<file path="src/rtl/ula_reg_bank_slv.sv">
// rtl/ula_reg_bank_slv.sv - ULA/register-bank slave: register bank plus iterative ALU responder
module ula_reg_bank_slv #(
  parameter int DATA_W = 16,
  parameter int ADDR_W = 2
) (
  input  logic                clk_ula,
  input  logic                rst,
  input  logic                valid_reg,
  input  logic [ADDR_W-1:0]   addr,
  input  logic [DATA_W-1:0]   data_in,
  input  logic                valid_ula,
  input  logic [DATA_W-1:0]   A,
  input  logic [ADDR_W-1:0]   reg_sel,
  input  logic [1:0]          instru,
  output logic [2*DATA_W-1:0] data_out,
  output logic                valid_out,
  output logic                busy
);

  localparam int DEPTH = 1 << ADDR_W;
  localparam int RES_W = 2 * DATA_W;
  localparam int CNT_W = $clog2(DATA_W + 1);

  localparam logic [1:0] OP_ADD = 2'b00;
  localparam logic [1:0] OP_SUB = 2'b01;
  localparam logic [1:0] OP_MUL = 2'b10;
  localparam logic [1:0] OP_AND = 2'b11;

  typedef enum logic {
    IDLE,
    EXEC
  } state_t;

  logic [DATA_W-1:0] bank_q [DEPTH];
  state_t            state_q;
  logic [1:0]        op_q;
  // opa_q is the zero-extended operand A; during MUL it is the left-shifting multiplicand.
  logic [RES_W-1:0]  opa_q;
  // opb_q is operand B; during MUL it is the right-shifting multiplier.
  logic [DATA_W-1:0] opb_q;
  logic [RES_W-1:0]  acc_q;
  logic [CNT_W-1:0]  cnt_q;

  logic [RES_W-1:0]  opb_ext;
  logic [RES_W-1:0]  partial_d;
  logic [RES_W-1:0]  acc_d;
  logic [RES_W-1:0]  single_res_d;
  logic              last_step_d;

  // Shift-add step for MUL and the single-cycle results for the other ops.
  always_comb begin
    opb_ext      = {{DATA_W{1'b0}}, opb_q};
    partial_d    = opb_q[0] ? opa_q : '0;
    acc_d        = acc_q + partial_d;
    last_step_d  = (cnt_q == CNT_W'(DATA_W - 1));
    single_res_d = '0;
    case (op_q)
      OP_ADD:  single_res_d = opa_q + opb_ext;
      OP_SUB:  single_res_d = opa_q - opb_ext;
      OP_AND:  single_res_d = opa_q & opb_ext;
      default: single_res_d = acc_d;
    endcase
  end

  // Register bank: writes land in any FSM state; reads by the FSM see the pre-write value.
  always_ff @(posedge clk_ula or negedge rst) begin
    if (!rst) begin
      for (int i = 0; i < DEPTH; i++) begin
        bank_q[i] <= '0;
      end
    end else if (valid_reg) begin
      bank_q[addr] <= data_in;
    end
  end

  // Operation FSM: capture in IDLE, execute, publish a registered result with a one-cycle valid.
  always_ff @(posedge clk_ula or negedge rst) begin
    if (!rst) begin
      state_q   <= IDLE;
      op_q      <= OP_ADD;
      opa_q     <= '0;
      opb_q     <= '0;
      acc_q     <= '0;
      cnt_q     <= '0;
      data_out  <= '0;
      valid_out <= 1'b0;
      busy      <= 1'b0;
    end else begin
      valid_out <= 1'b0;
      case (state_q)
        IDLE: begin
          if (valid_ula) begin
            opa_q   <= {{DATA_W{1'b0}}, A};
            opb_q   <= bank_q[reg_sel];
            op_q    <= instru;
            acc_q   <= '0;
            cnt_q   <= '0;
            busy    <= 1'b1;
            state_q <= EXEC;
          end
        end
        EXEC: begin
          if (op_q != OP_MUL || last_step_d) begin
            data_out  <= (op_q == OP_MUL) ? acc_d : single_res_d;
            valid_out <= 1'b1;
            busy      <= 1'b0;
            state_q   <= IDLE;
          end else begin
            acc_q <= acc_d;
            opa_q <= opa_q << 1;
            opb_q <= opb_q >> 1;
            cnt_q <= cnt_q + CNT_W'(1);
          end
        end
        default: state_q <= IDLE;
      endcase
    end
  end

endmodule

</file>
<file path="config.mk">
export PLATFORM = sky130hd
export DESIGN_NAME = ula_reg_bank_slv
export DESIGN_NICKNAME = d
export VERILOG_FILES = /design/src/rtl/ula_reg_bank_slv.sv
export SDC_FILE = /design/constraint.sdc
export NUM_CORES = 1
export LEC_CHECK = 0
export CORE_MARGIN = 5
export CORE_UTILIZATION = 40
export CTS_CLUSTER_DIAMETER = 60
export DETAILED_ROUTE_END_ITERATION = 10
export SETUP_SLACK_MARGIN = 0.1
export SYNTH_ARGS = -nofsm -noshare
export SYNTH_HDL_FRONTEND = slang
export SYNTH_SLANG_ARGS = --single-unit
</file>
<file path="constraint.sdc">
create_clock -name clk_ula -period 7.3 [get_ports clk_ula]
set_input_delay 1.46 -clock clk_ula [delete_from_list [all_inputs] [get_ports clk_ula]]
set_output_delay 1.46 -clock clk_ula [all_outputs]
set_load 0.01 [all_outputs]
</file>
-- Yosys cells after proc, flatten, opt, wreduce, memory -nomap -nowiden
Cells that the tools add are included.
- flip-flop bits (word level): 186
- bits in latches: 0
- memory bits (writable): 0
- ROM bits: 0
- input port bits: 42
- output and inout bits: 34
- word-level logic and storage cells: 68
- memories: 0
- add/sub/neg operators: 4
- $mul: 0
- divide/modulo/power cells: 0
- magnitude comparators: 3
- equality and inequality tests: 8
- shift-type cells: 0
- muxes and demuxes: 29
- bitwise gates (word level): 4
- reductions and logical operators: 7
- operators with widths (cell ; number):
    2-to-1 mux 32 bit ; 6
    one-hot mux 32 bit (2 select lines) ; 2
    one-hot mux 32 bit (3 select lines) ; 1
    2-to-1 mux 16 bit ; 5
    bitwise mux 64 bit ; 1
    adder 32 x 16 -> 32 bit ; 1
    adder 32 bit ; 1
    AND 32 x 16 -> 32 bit ; 1
    binary-select mux 16 bit (select 2 bit) ; 1
    demux 16 bit (select 2 bit) ; 1
    one-hot mux 16 bit (2 select lines) ; 1
    subtractor 32 x 16 -> 32 bit ; 1
    2-to-1 mux 5 bit ; 2
    one-hot mux 5 bit (2 select lines) ; 1
    AND reduction 2 bit ; 4
    greater-or-equal comparator 3 bit (second input constant) ; 2
    2-to-1 mux 1 bit ; 6
    inequality test 2 bit (second input constant) ; 3
    inverter 2 -> 3 bit ; 2
    adder 5 x 1 -> 5 bit (second input constant) ; 1
    equality test 5 x 4 -> 1 bit (second input constant) ; 1
    equality test 2 bit (second input constant) ; 2
    one-hot mux 1 bit (2 select lines) ; 2
    < comparator 3 x 1 -> 1 bit (second input constant) ; 1
    other kinds (6) ; 6

-- Longest topological paths before layout
- word-level depth: 6
- mapped depth: 18
- depth with buffers taken out: 17

-- Worst setup path before layout
OpenSTA, ideal clock, no wires.
- path type: flip-flop to flip-flop
- start point: reg opb_q[2]
- end point: reg data_out[26]
- data arrival time: 3.780 ns
- data required time: 7.174 ns
- slack: 3.394 ns
- stages on the path, launching flop included: 19
- path buffers: 1
- cells stage by stage: dfrtp_1 > clkbuf_1 > nor3_1 > nand2b_1 > nor2_1 > nand3_1 > nor3_1 > ha_1 > mux2i_1 > ha_1 > a21o_1 > a21oi_1 > nor2_1 > a211oi_1 > o21ai_2 > a221oi_2 > xor2_1 > nor2_1 > a221o_1
- cells in the longest elaborated chain, start to end: 3
- elaborated cells on any way between the ends: 4
- those cells by class: add/sub: 2; mux: 2
- RTL lines (what ; line ; source):
    start: declaration ; 40 ; logic [DATA_W-1:0] opb_q;
    start signal: assignment ; 94 ; opb_q <= bank_q[reg_sel];
    start signal: assignment ; 111 ; opb_q <= opb_q >> 1;
    subtractor 32 x 16 -> 32 bit or adder 32 x 16 -> 32 bit (tied branches) ; 59, 58 ;
    one-hot mux 32 bit (3 select lines) (*) ; 57 ; case (op_q)
    2-to-1 mux 32 bit (*) ; 104 ; data_out <= (op_q == OP_MUL) ? acc_d : single_res_d;
    end signal: assignment ; 104 ;
    end: declaration ; 15 ; output logic [2*DATA_W-1:0] data_out,
Every way passes the cells marked *; elsewhere a longest branch is shown, timed or not.
A chain may end at the register's enable or synchronous reset.

-- Final worst setup path
- start point: reg opb_q[0]
- end point: reg data_out[26]
- cells in the longest elaborated chain, start to end: 4
- elaborated cells on any way between the ends: 6
- those cells by class: add/sub: 3; mux: 3
- RTL lines (what ; line ; source):
    2-to-1 mux 32 bit ; 53 ; partial_d = opb_q[0] ? opa_q : '0;
    adder 32 bit ; 54 ; acc_d = acc_q + partial_d;
    one-hot mux 32 bit (3 select lines) ; 57 ;
    2-to-1 mux 32 bit (*) ; 104 ;
Marked as above.

==> results.py <==
metrics = {
    "outcome": {
        "status": "completed",
    },
    "timing": {
        "final_max_slew_viol_count": 0,
        "setup_viol": 0,
        "rsz0062_at_grt": "no",
        "min_period_ns": 4.64,
        "worst_pin_slew_ns": 1.14,
        "hold_viol_final": 0,
        "max_freq_mhz": 216,
        "slew_headroom_pct": 24.2,
        "fin_hold_ws_ns": 0.478,
        "setup_ws_ns": 2.66,
        "setup_tns_ns": 0,
        "fin_crit_sh_pct": 63.5,
        "skew_ns": 0.0167,
    },
    "yosys": {
        "syn_nets": 1403,
        "synth_edf_count": 0,
        "synthesis.area_um2": 12100,
        "ys.flop_type": "dfrtp_1",
        "yosys_warnings": 0,
        "async_reset_ff_share_pct": 100,
        "postSynthAreaPerCell_um2": 9.35,
        "synth-seq-cells": 186,
        "synth_cells": 1292,
        "yosysSeqAreaShare_pct": 38.5,
        "ys_types": 72,
    },
    "global_route": {
        "grt.total_usage_pct": 19.4,
        "grt_pass1_vias": 9493,
        "grt-ovfl-total": 0,
        "grt_max_degree": 75,
        "grt_pass1_wl_um": 52500,
        "antenna_found_initial": 1,
    },
    "worst_setup_path": {
        "start_kind": "flop",
        "crit_path_start": "opb_q[0]",
        "critical-path-top-cell-by-count": "nor2_1",
        "reg2reg_depth": 15,
        "crit_path_end": "data_out[26]",
        "slowest_stage": "dfrtp_1",
        "cp.arrival_ns": 4.97,
        "cp_num_cells": 15,
        "cp_top_family": "compound AO/OA/AOI/OAI gates",
        "crit_buf_inv": 0,
        "required_ns": 7.63,
        "crit_path_max_incr_delay_ns": 0.81,
        "end_kind": "flop",
        "path_max_fanout": 35,
        "regToRegStartpoint": "opb_q[0]",
        "worstSetupPathType": "flop to flop",
        "path_cells": "nor2_1 -> nand3_1 -> nor3_1 -> ha_1 -> mux2i_1 -> ha_1 -> a21o_1 -> a21oi_1 -> nor2_1 -> a211oi_1 -> o21ai_2 -> a221oi_2 -> xor2_1 -> nor2_1 -> a221o_1",
        "timing.rr.end": "data_out[26]",
        "reg2reg_slack_ns": 2.66,
    },
    "power_and_ir_drop": {
        "pwr_density_cell_nw_per_um2": 367,
        "p_leak_uw": 0.00601,
        "ir_drop_uv": 196,
        "power_uw": 5010,
    },
    "clock_tree": {
        "cts_buffers": 17,
        "clockBufferDepth": 2,
        "clk_pin_slew_ns": 0.08,
        "root_buffer": "clkbuf_16",
        "cts_tree": "yes",
        "postCtsHoldBufs": 0,
        "cts.sinks": 186,
        "cts_setup_buffers": 0,
        "htree_levels": 4,
        "cts_resized": 0,
        "clkLatencyLatePin_ns": 0.44,
    },
    "die": {
        "die-area_um2": 33800,
        "start_util_pct": 40.7,
        "die_x_um": 184,
        "pin_count": 76,
        "die_h_um": 184,
        "num_rows": 63,
        "core_um2": 29700,
    },
    "layout": {
        "drive_gt1_share_pct": 11.3,
        "num-fill-cells": 2863,
        "antennaDiodeCount": 0,
        "postLayoutCellArea_um2": 13700,
        "area_delta_synth_final_pct": 13.1,
        "fin_nets": 1418,
    },
    "drt": {
        "drt-total-wl_um": 32100,
        "drt_pass1_iterations": 5,
        "drtIter0Drc": 779,
        "wl_per_cell_um": 18.8,
        "ant_nets": 0,
        "vias": 9767,
        "drt-vias-per-instance": 5.71,
        "drt_drc_violations_left": 0,
    },
    "placed_design": {
        "hpwl_um": 23500,
        "dp_slack_ns": 2.76,
        "port_buffers": 75,
        "gp_congestion": 0.922,
        "place_area_um2": 13100,
    },
    "run": {
        "cap_violations": 0,
    },
    "worst_hold_path": {
        "hold_class": "flop to flop",
    },
}
==> cell type report <==
cell class | instances | area (um2) | share of cell area, %
multi-input cells | 998 | 7030 | 51.4
flip-flops and latches | 186 | 4650 | 34.0
repair buffers | 86 | 837 | 6.12
well taps | 390 | 488 | 3.57
clock buffers | 20 | 457 | 3.34
clock inverters | 12 | 138 | 1.01
inverters | 18 | 67.6 | 0.494
==> tightest hold or removal path: stages (launching register included) <==
cell     delay (ns)
dfrtp_1        0.34
nand2_1        0.05
nand2_1        0.05
==> where the power goes <==
part / internal (uW) / leakage [uW] / switching [uW] / total, uW
registers: 1300 / 0.00235 / 313 / 1610
logic: 1070 / 0.00337 / 1390 / 2470
clock network: 500 / 0.000285 / 436 / 936
total: 2870 / 0.00601 / 2140 / 5010
==> cells in the final DEF, fill, tap and decap left out, types with 11 or more instances in the layout <==
cell	count
a21oi_1	67
and2_1	34
ha_1	67
clkdlybuf4s50_1	74
nand4_1	12
buf_4	11
a21o_1	44
nand2_1	169
o21a_1	11
mux2_2	67
clkbuf_16	17
xor2_1	42
dfrtp_1	186
o21ai_0	108
o211ai_1	17
a22oi_1	33
nor2_1	54
xnor2_1	31
mux4_2	16
nand3_1	58
inv_1	17
==> state kept, by name, indices dropped and copies added (netlist names) <==
name	flops
opb_q	16
bank_q	64
data_out	32
busy	1
op_q	2
state_q	1
acc_q	32
cnt_q	5
valid_out	1
opa_q	32
==> cells in the mapped netlist (11+ instances only) <==
master,n,share of area [%]
dfrtp_1,186,39
nand2_1,169,5.2
o21ai_0,109,4.5
a21oi_1,67,2.8
clkbuf_1,67,2.1
ha_1,67,6.9
mux2_2,67,6.2
nand3_1,58,2.4
nor2_1,55,1.7
a21o_1,44,2.7
xor2_1,42,3.0
and2_1,35,1.8
a22oi_1,33,2.0
xnor2_1,31,2.2
inv_1,17,0.53
o211ai_1,17,1.1
mux4_2,16,3.0
buf_2,13,0.54
nand4_1,12,0.62
nand2b_1,11,0.57
nor2b_1,11,0.57
o21a_1,11,0.68
==> through the flow <==
step / util, % / std cells
6_report: 46.0 / 1710
5_1_grt: 46.0 / 1710
4_1_cts: 46.0 / 1710
3_5_place_dp: 44.0 / 1678
3_3_place_gp: 44.0 / 1678
2_1_floorplan: - / 1292
==> routing by layer <==
metal  up-vias  GRT usage [%]  share of wire [%]
li1       4737              -                  -
met1      4804           28.8                 49
met2       197           29.9                 45
met3        29           3.13                4.6
met4         0           4.44                1.5
met5         -              0                  0
==> how the worst min path moves through the flow <==
stage / start / slack (ns) / to / cells past startpoint
global route: bank_q[27] / 0.51 / bank_q[27] / 1
floorplan: acc_q[24] / 0.46 / acc_q[24] / 2
finish: busy / 0.48 / busy / 2
global placement: busy / 0.46 / busy / 2
detailed placement: busy / 0.47 / busy / 2
CTS: busy / 0.49 / busy / 2
==> logic make-up (layout without fill, tap and decap cells) <==
logic type,after synthesis,in the layout,share of synthesized area (%)
adder cells (fa/ha/maj),69,69,7.27
AO/OA/AOI/OAI,384,384,21.1
XOR/XNOR,73,73,5.29
flip-flops,186,186,38.5
multiplexers,88,88,9.64
AND/OR/NAND/NOR,384,384,14.7
buffers and inverters,108,136,3.57
Note: power is estimated with default switching activity, not from simulation.
==> patch 1 (same settings) <==
Compare `cnt_q` against `CNT_W'(DATA_W - 1)` with >= in place of ==.
--- a/src/rtl/ula_reg_bank_slv.sv
+++ b/src/rtl/ula_reg_bank_slv.sv
@@ -52,7 +52,7 @@
     opb_ext      = {{DATA_W{1'b0}}, opb_q};
     partial_d    = opb_q[0] ? opa_q : '0;
     acc_d        = acc_q + partial_d;
-    last_step_d  = (cnt_q == CNT_W'(DATA_W - 1));
+    last_step_d  = (cnt_q >= CNT_W'(DATA_W - 1));
     single_res_d = '0;
     case (op_q)
       OP_ADD:  single_res_d = opa_q + opb_ext;
Formal check against the unedited RTL: same outputs for any inputs over 4 cycles, from zero or initial values and one cycle with rst low; that may be too few to reach the edited logic, so the function may still have changed.
==> patch 1 against the unedited design <==
Worst setup slack got worse by 0.35 ns; wire length fell by 0.13%; design area shrank 0.14%; synthesized area is 0.76% lower; total power increased by 12%; non-clock buffer count rose by 1; die area fell by 0.72%; count of clock-buffer cells in the layout decreased by 2; sequential cell count did not move; clock power grew 9%.
==> patch 1: results (changes against the unedited design) <==
Route
  • Detailed-route wire length per cell: 18.68 microns (was 18.80 microns)
  • Mean number of vias per cell: 5.559 (was 5.712)
  • Sum of routed wire segments on met1: 16.04 mm (was 15.76 mm)

Logic synthesis
  • Adder-cell share of the synthesized area: 0.07322 (was 0.07267)
  • Most instantiated cells after synthesis: sky130_fd_sc_hd__dfrtp_1 (186), sky130_fd_sc_hd__nand2_1 (122), sky130_fd_sc_hd__o21ai_0 (115), sky130_fd_sc_hd__a21oi_1 (114), sky130_fd_sc_hd__nor2_1 (104) (was sky130_fd_sc_hd__dfrtp_1 (186), sky130_fd_sc_hd__nand2_1 (169), sky130_fd_sc_hd__o21ai_0 (109))
  • Share of synthesized area occupied by flip-flops and latches: 0.3880 (was 0.3851)
  • Portion of netlist area occupied by mux cells: 0.1204 (was 0.09638)
  • Number of distinct library cells after synthesis: 68 (was 72)
  • Dominant cells by area after synthesis: sky130_fd_sc_hd__dfrtp_1 (39%), sky130_fd_sc_hd__ha_1 (7.0%), sky130_fd_sc_hd__mux2_2 (6.2%) (was sky130_fd_sc_hd__dfrtp_1 (39%), sky130_fd_sc_hd__ha_1 (6.9%), sky130_fd_sc_hd__mux2_2 (6.2%))

Layout
  • Area growth, synth to finish: 13.82% (was 13.12%)
  • Share of final-layout standard cells stronger than drive strength 1: 0.1046 (was 0.1129)
  • Non-filler instance count after layout: 1719 (was 1710)
  • Layout fillers: 2917 (was 2863)

STA
  • Final setup skew: 0.01297 ns (was 0.01667 ns)

GRT
  • Antenna violations before repair: 0 (was 1)
  • Largest net degree at the start of global routing: 104 (was 75)
  • Vias in the first global route: 9309 (was 9493)
  • Tot GR Track Use: 0.1955 (was 0.1939)

Status
  • Result of the run: finished clean (unchanged)

Placed design
  • Placed standard-cell area: 0.01301 sq mm (was 0.01308 sq mm)
  • Final Wtd Congestion: 0.9052 (was 0.9224)
  • Post-detailed-placement half-perimeter wirelength: 23.65 mm (was 23.46 mm)

Clock tree
  • Clock latency on the worst-skew pair: 0.46 ns (was 0.44 ns)

Power
  • Lkg Pwr: 5.893 nW (was 6.007 nW)
  • VDD IR-drop max: 0.0002285 V (was 0.0001964 V)

Worst setup path
  • Family of cells with the greatest summed delay on the critical path: simple AND/OR/NAND/NOR gates (was compound AO/OA/AOI/OAI gates)
## patch 1: cell families (layout without fill, tap and decap cells)
logic type,Yosys count,in the layout
xor+xnor,69,69
compound gates,361,361
flops,186,186
buf+inv,95,140
simple gates,388,388
fa+ha+maj,69,69
mux,116,116
## patch 1: path summary, 6_finish.rpt
| path | from | cells after the start | end | slack, ns |
|---|---|---|---|---|
| min in group asynchronous | rst | 1 | acc_q[28]$_DFFE_PN0P_ | 1.10 |
| max | opb_q[0]$_DFFE_PN0P_ | 14 | data_out[28]$_DFFE_PN0P_ | 2.31 |
| max in group asynchronous | rst | 2 | bank_q[30]$_DFFE_PN0P_ | 4.53 |
| max reg2reg | opb_q[0]$_DFFE_PN0P_ | 14 | data_out[28]$_DFFE_PN0P_ | 2.31 |
| min | busy$_DFFE_PN0P_ | 2 | busy$_DFFE_PN0P_ | 0.47 |
| min reg2reg | busy$_DFFE_PN0P_ | 2 | busy$_DFFE_PN0P_ | 0.47 |
## patch 1: where the power goes
part	switching (mW)	total, mW	leakage (nW)	internal (mW)
combinational	1.72	2.96	3.27	1.24
sequential	0.336	1.65	2.31	1.32
clock	0.439	1.02	0.316	0.584
## patch 1: per-layer routing
layer / track usage / vias to the layer above
met3: 0.03193 / 18
met4: 0.04499 / 0
met1: 0.2917 / 4634
met5: 0 / -
li1: - / 4699
met2: 0.2992 / 205
## patch 1: worst register-to-register path: stages (launching register included)
cell and delay (ns):
sky130_fd_sc_hd__dfrtp_1 0.76, sky130_fd_sc_hd__or4_1 0.60, sky130_fd_sc_hd__nor4_1 0.63, sky130_fd_sc_hd__and3b_1 0.42, sky130_fd_sc_hd__ha_1 0.29, sky130_fd_sc_hd__mux2i_1 0.14
sky130_fd_sc_hd__ha_1 0.34, sky130_fd_sc_hd__a21o_1 0.21, sky130_fd_sc_hd__o21bai_1 0.18, sky130_fd_sc_hd__a221oi_1 0.31, sky130_fd_sc_hd__o31a_1 0.27, sky130_fd_sc_hd__o311ai_1 0.15
sky130_fd_sc_hd__a31oi_1 0.25, sky130_fd_sc_hd__mux2i_1 0.22, sky130_fd_sc_hd__o21ai_0 0.09
## patch 1: final cells by class
class	count	share of cell area
multi-input combinational	1003	0.5087
inverter	21	0.005773
timing repair buffer	87	0.06186
sequential	186	0.3409
clock buffer	18	0.03143
clock inverter	14	0.01558
tap	390	0.03574
==> patch 2 (same settings) <==
Made on the original files. The parameter `DATA_W` goes from 16 to 8.
--- a/src/rtl/ula_reg_bank_slv.sv
+++ b/src/rtl/ula_reg_bank_slv.sv
@@ -1,6 +1,6 @@
 // rtl/ula_reg_bank_slv.sv - ULA/register-bank slave: register bank plus iterative ALU responder
 module ula_reg_bank_slv #(
-  parameter int DATA_W = 16,
+  parameter int DATA_W = 8,
   parameter int ADDR_W = 2
 ) (
   input  logic                clk_ula,
Interface: changed (resized A, data_in and data_out); port bits go from 76 to 44. The function was not compared with the original's and may differ.
==> patch 2 against the unedited design <==
Total power is 49% lower; clock power decreased by 46%; design area shrank 50%; sequential share of layout area grew 1.3 points; synthesized area down 50%; wire length down 53%; worst setup slack better by 0.90 ns; sequential cell count is 89 lower; largest power group unchanged.
==> patch 2: results (changes against the unedited design) <==
Status
  • Result of the run: finished clean (unchanged)

STA
  • Max_slew headroom: 0.2286 (was 0.2421)
  • Portion of the clock cycle consumed by the worst path in the final layout: 0.5124 (was 0.6351)
  • Final setup skew: 0.005548 ns (was 0.01667 ns)

Placed design
  • Post-detailed-placement half-perimeter wirelength: 11.16 mm (was 23.46 mm)
  • Final Wtd Congestion: 0.8283 (was 0.9224)
  • Worst slack after detailed placement: 3.190 ns (was 2.761 ns)
  • Count of buffers from port buffering: 43 (was 75)

Worst setup path
  • Crit Path Max Fanout: 20 (was 35)
  • Setup slack of the most critical reg-to-reg path: 3.78 ns (was 2.66 ns)
  • Crit path max-delay cell type: sky130_fd_sc_hd__nor2_1 (was sky130_fd_sc_hd__dfrtp_1)
  • Arrival time at the worst endpoint: 3.97 ns (was 4.97 ns)
  • Delay contributed by the slowest stage of the critical path: 0.95 ns (was 0.81 ns)
  • Setup crit start: valid_ula (was opb_q[0]$_DFFE_PN0P_)
  • Family of cells with the greatest summed delay on the critical path: simple AND/OR/NAND/NOR gates (was compound AO/OA/AOI/OAI gates)

Clock tree
  • Clock latency on the worst-skew pair: 0.36 ns (was 0.44 ns)
  • Number of levels in the clock H-tree: 3 (was 4)
  • TritonCTS Buffers: 9 (was 17)

Power
  • VDD IR-drop max: 0.0002206 V (was 0.0001964 V)
  • Lkg Pwr: 3.041 nW (was 6.007 nW)

GRT
  • Antenna violations before repair: 0 (was 1)
  • Wire length of the first global-routing pass: 25.14 mm (was 52.49 mm)
  • Tot GR Track Use: 0.1773 (was 0.1939)
  • Largest net degree at the start of global routing: 55 (was 75)
  • Vias in the first global route: 4884 (was 9493)

Logic synthesis
  • Share of synthesized area occupied by flip-flops and latches: 0.4039 (was 0.3851)
  • Most instantiated cells after synthesis: sky130_fd_sc_hd__dfrtp_1 (97), sky130_fd_sc_hd__nand2_1 (83), sky130_fd_sc_hd__o21ai_0 (72), sky130_fd_sc_hd__ha_1 (34), sky130_fd_sc_hd__mux2_2 (34) (was sky130_fd_sc_hd__dfrtp_1 (186), sky130_fd_sc_hd__nand2_1 (169), sky130_fd_sc_hd__o21ai_0 (109))
  • Number of distinct library cells after synthesis: 59 (was 72)
  • Synth Net Count: 692 (was 1403)
  • Dominant cells by area after synthesis: sky130_fd_sc_hd__dfrtp_1 (40%), sky130_fd_sc_hd__ha_1 (7.1%), sky130_fd_sc_hd__mux2_2 (6.4%) (was sky130_fd_sc_hd__dfrtp_1 (39%), sky130_fd_sc_hd__ha_1 (6.9%), sky130_fd_sc_hd__mux2_2 (6.2%))

Layout
  • Flip-flop count of the largest register after layout: 32 (was 64)
  • Nets@finish: 718 (was 1418)
  • Share of final-layout standard cells stronger than drive strength 1: 0.1074 (was 0.1129)

Route
  • Detailed-route wire length per cell: 17.74 microns (was 18.80 microns)
  • Mean number of vias per cell: 5.663 (was 5.712)
  • Detailed Route Iter0 Violations: 225 (was 779)
[patch 2: cell types whose count changed after synthesis, sizes merged, moves of 32 or more]
cell	unedited run	this run
dfrtp	186	97
nand2	169	83
clkbuf	69	19
o21ai	119	75
a21oi	70	30
a22oi	33	0
ha	67	34
mux2	67	34
nand3	58	26
[patch 2: cell type report]
type,count,area (sq um)
Clock buffer,10,239.0
Clock inverter,6,72.57
Fill cell,1391,7781
Inverter,15,56.30
Multi-Input combinational cell,488,3395
Sequential cell,97,2427
Tap cell,184,230.2
Timing Repair Buffer,45,442.9
[patch 2: power breakdown]
part,total [mW],switching [mW],internal [mW]
Clock,0.502,0.222,0.280
Sequential,0.860,0.175,0.685
Combinational,1.17,0.643,0.527
[patch 2: worst paths after layout]
check | end | cells past startpoint
setup / recovery | opb_q[3]$_DFFE_PN0P_ | 6
hold / removal | busy$_DFFE_PN0P_ | 2
setup reg to reg | data_out[10]$_DFFE_PN0P_ | 11
hold reg to reg | busy$_DFFE_PN0P_ | 2
max in group asynchronous | opa_q[14]$_DFFE_PN0P_ | 2
min in group asynchronous | acc_q[9]$_DFFE_PN0P_ | 1
[patch 2: cell families after synthesis]
kind of cell               count (synthesis)  synth area share
and+or+nand+nor                          197            0.1553
xor gates and xnor gates                  28           0.04081
DFF                                       97            0.4039
adders and majority gates                 36           0.07745
muxes                                     53            0.1120
AOI/OAI and AO/OA                        174            0.1793
buffers and inverters                     45           0.03123
[patch 2: worst reg2reg max path: stages, from the launching register on]
cell and delay (ns):
sky130_fd_sc_hd__dfrtp_1 0.64, sky130_fd_sc_hd__or3_1 0.54, sky130_fd_sc_hd__nor3_1 0.18, sky130_fd_sc_hd__ha_1 0.26
sky130_fd_sc_hd__a21oi_1 0.15, sky130_fd_sc_hd__ha_1 0.35, sky130_fd_sc_hd__and3_1 0.23, sky130_fd_sc_hd__o21ai_1 0.09
sky130_fd_sc_hd__nand3_1 0.14, sky130_fd_sc_hd__a2111oi_0 0.43, sky130_fd_sc_hd__nor4_1 0.14, sky130_fd_sc_hd__a221o_1 0.27
[patch 2: layer usage]
metal | GRT usage | wire length, microns | up-vias
li1 | - | - | 2313
met1 | 0.2210 | 6591 | 2341
met2 | 0.3015 | 7463 | 104
met3 | 0.03531 | 520 | 27
met4 | 0.07217 | 413 | 0
met5 | 0 | 0 | -
[patch 2: per-stage QoR]
step | cells | total power, mW | area (sq um) | hold slack, ns
global route | 845 | 2.744 | 6863 | 0.5071
CTS | 845 | 2.556 | 6863 | 0.4812
finish | 845 | 2.532 | 6863 | 0.4746
detailed placement | 829 | 2.042 | 6551 | 0.4639
floorplan | 630 | 1.668 | 6010 | 0.4563
global placement | 829 | 2.002 | 6551 | 0.4617
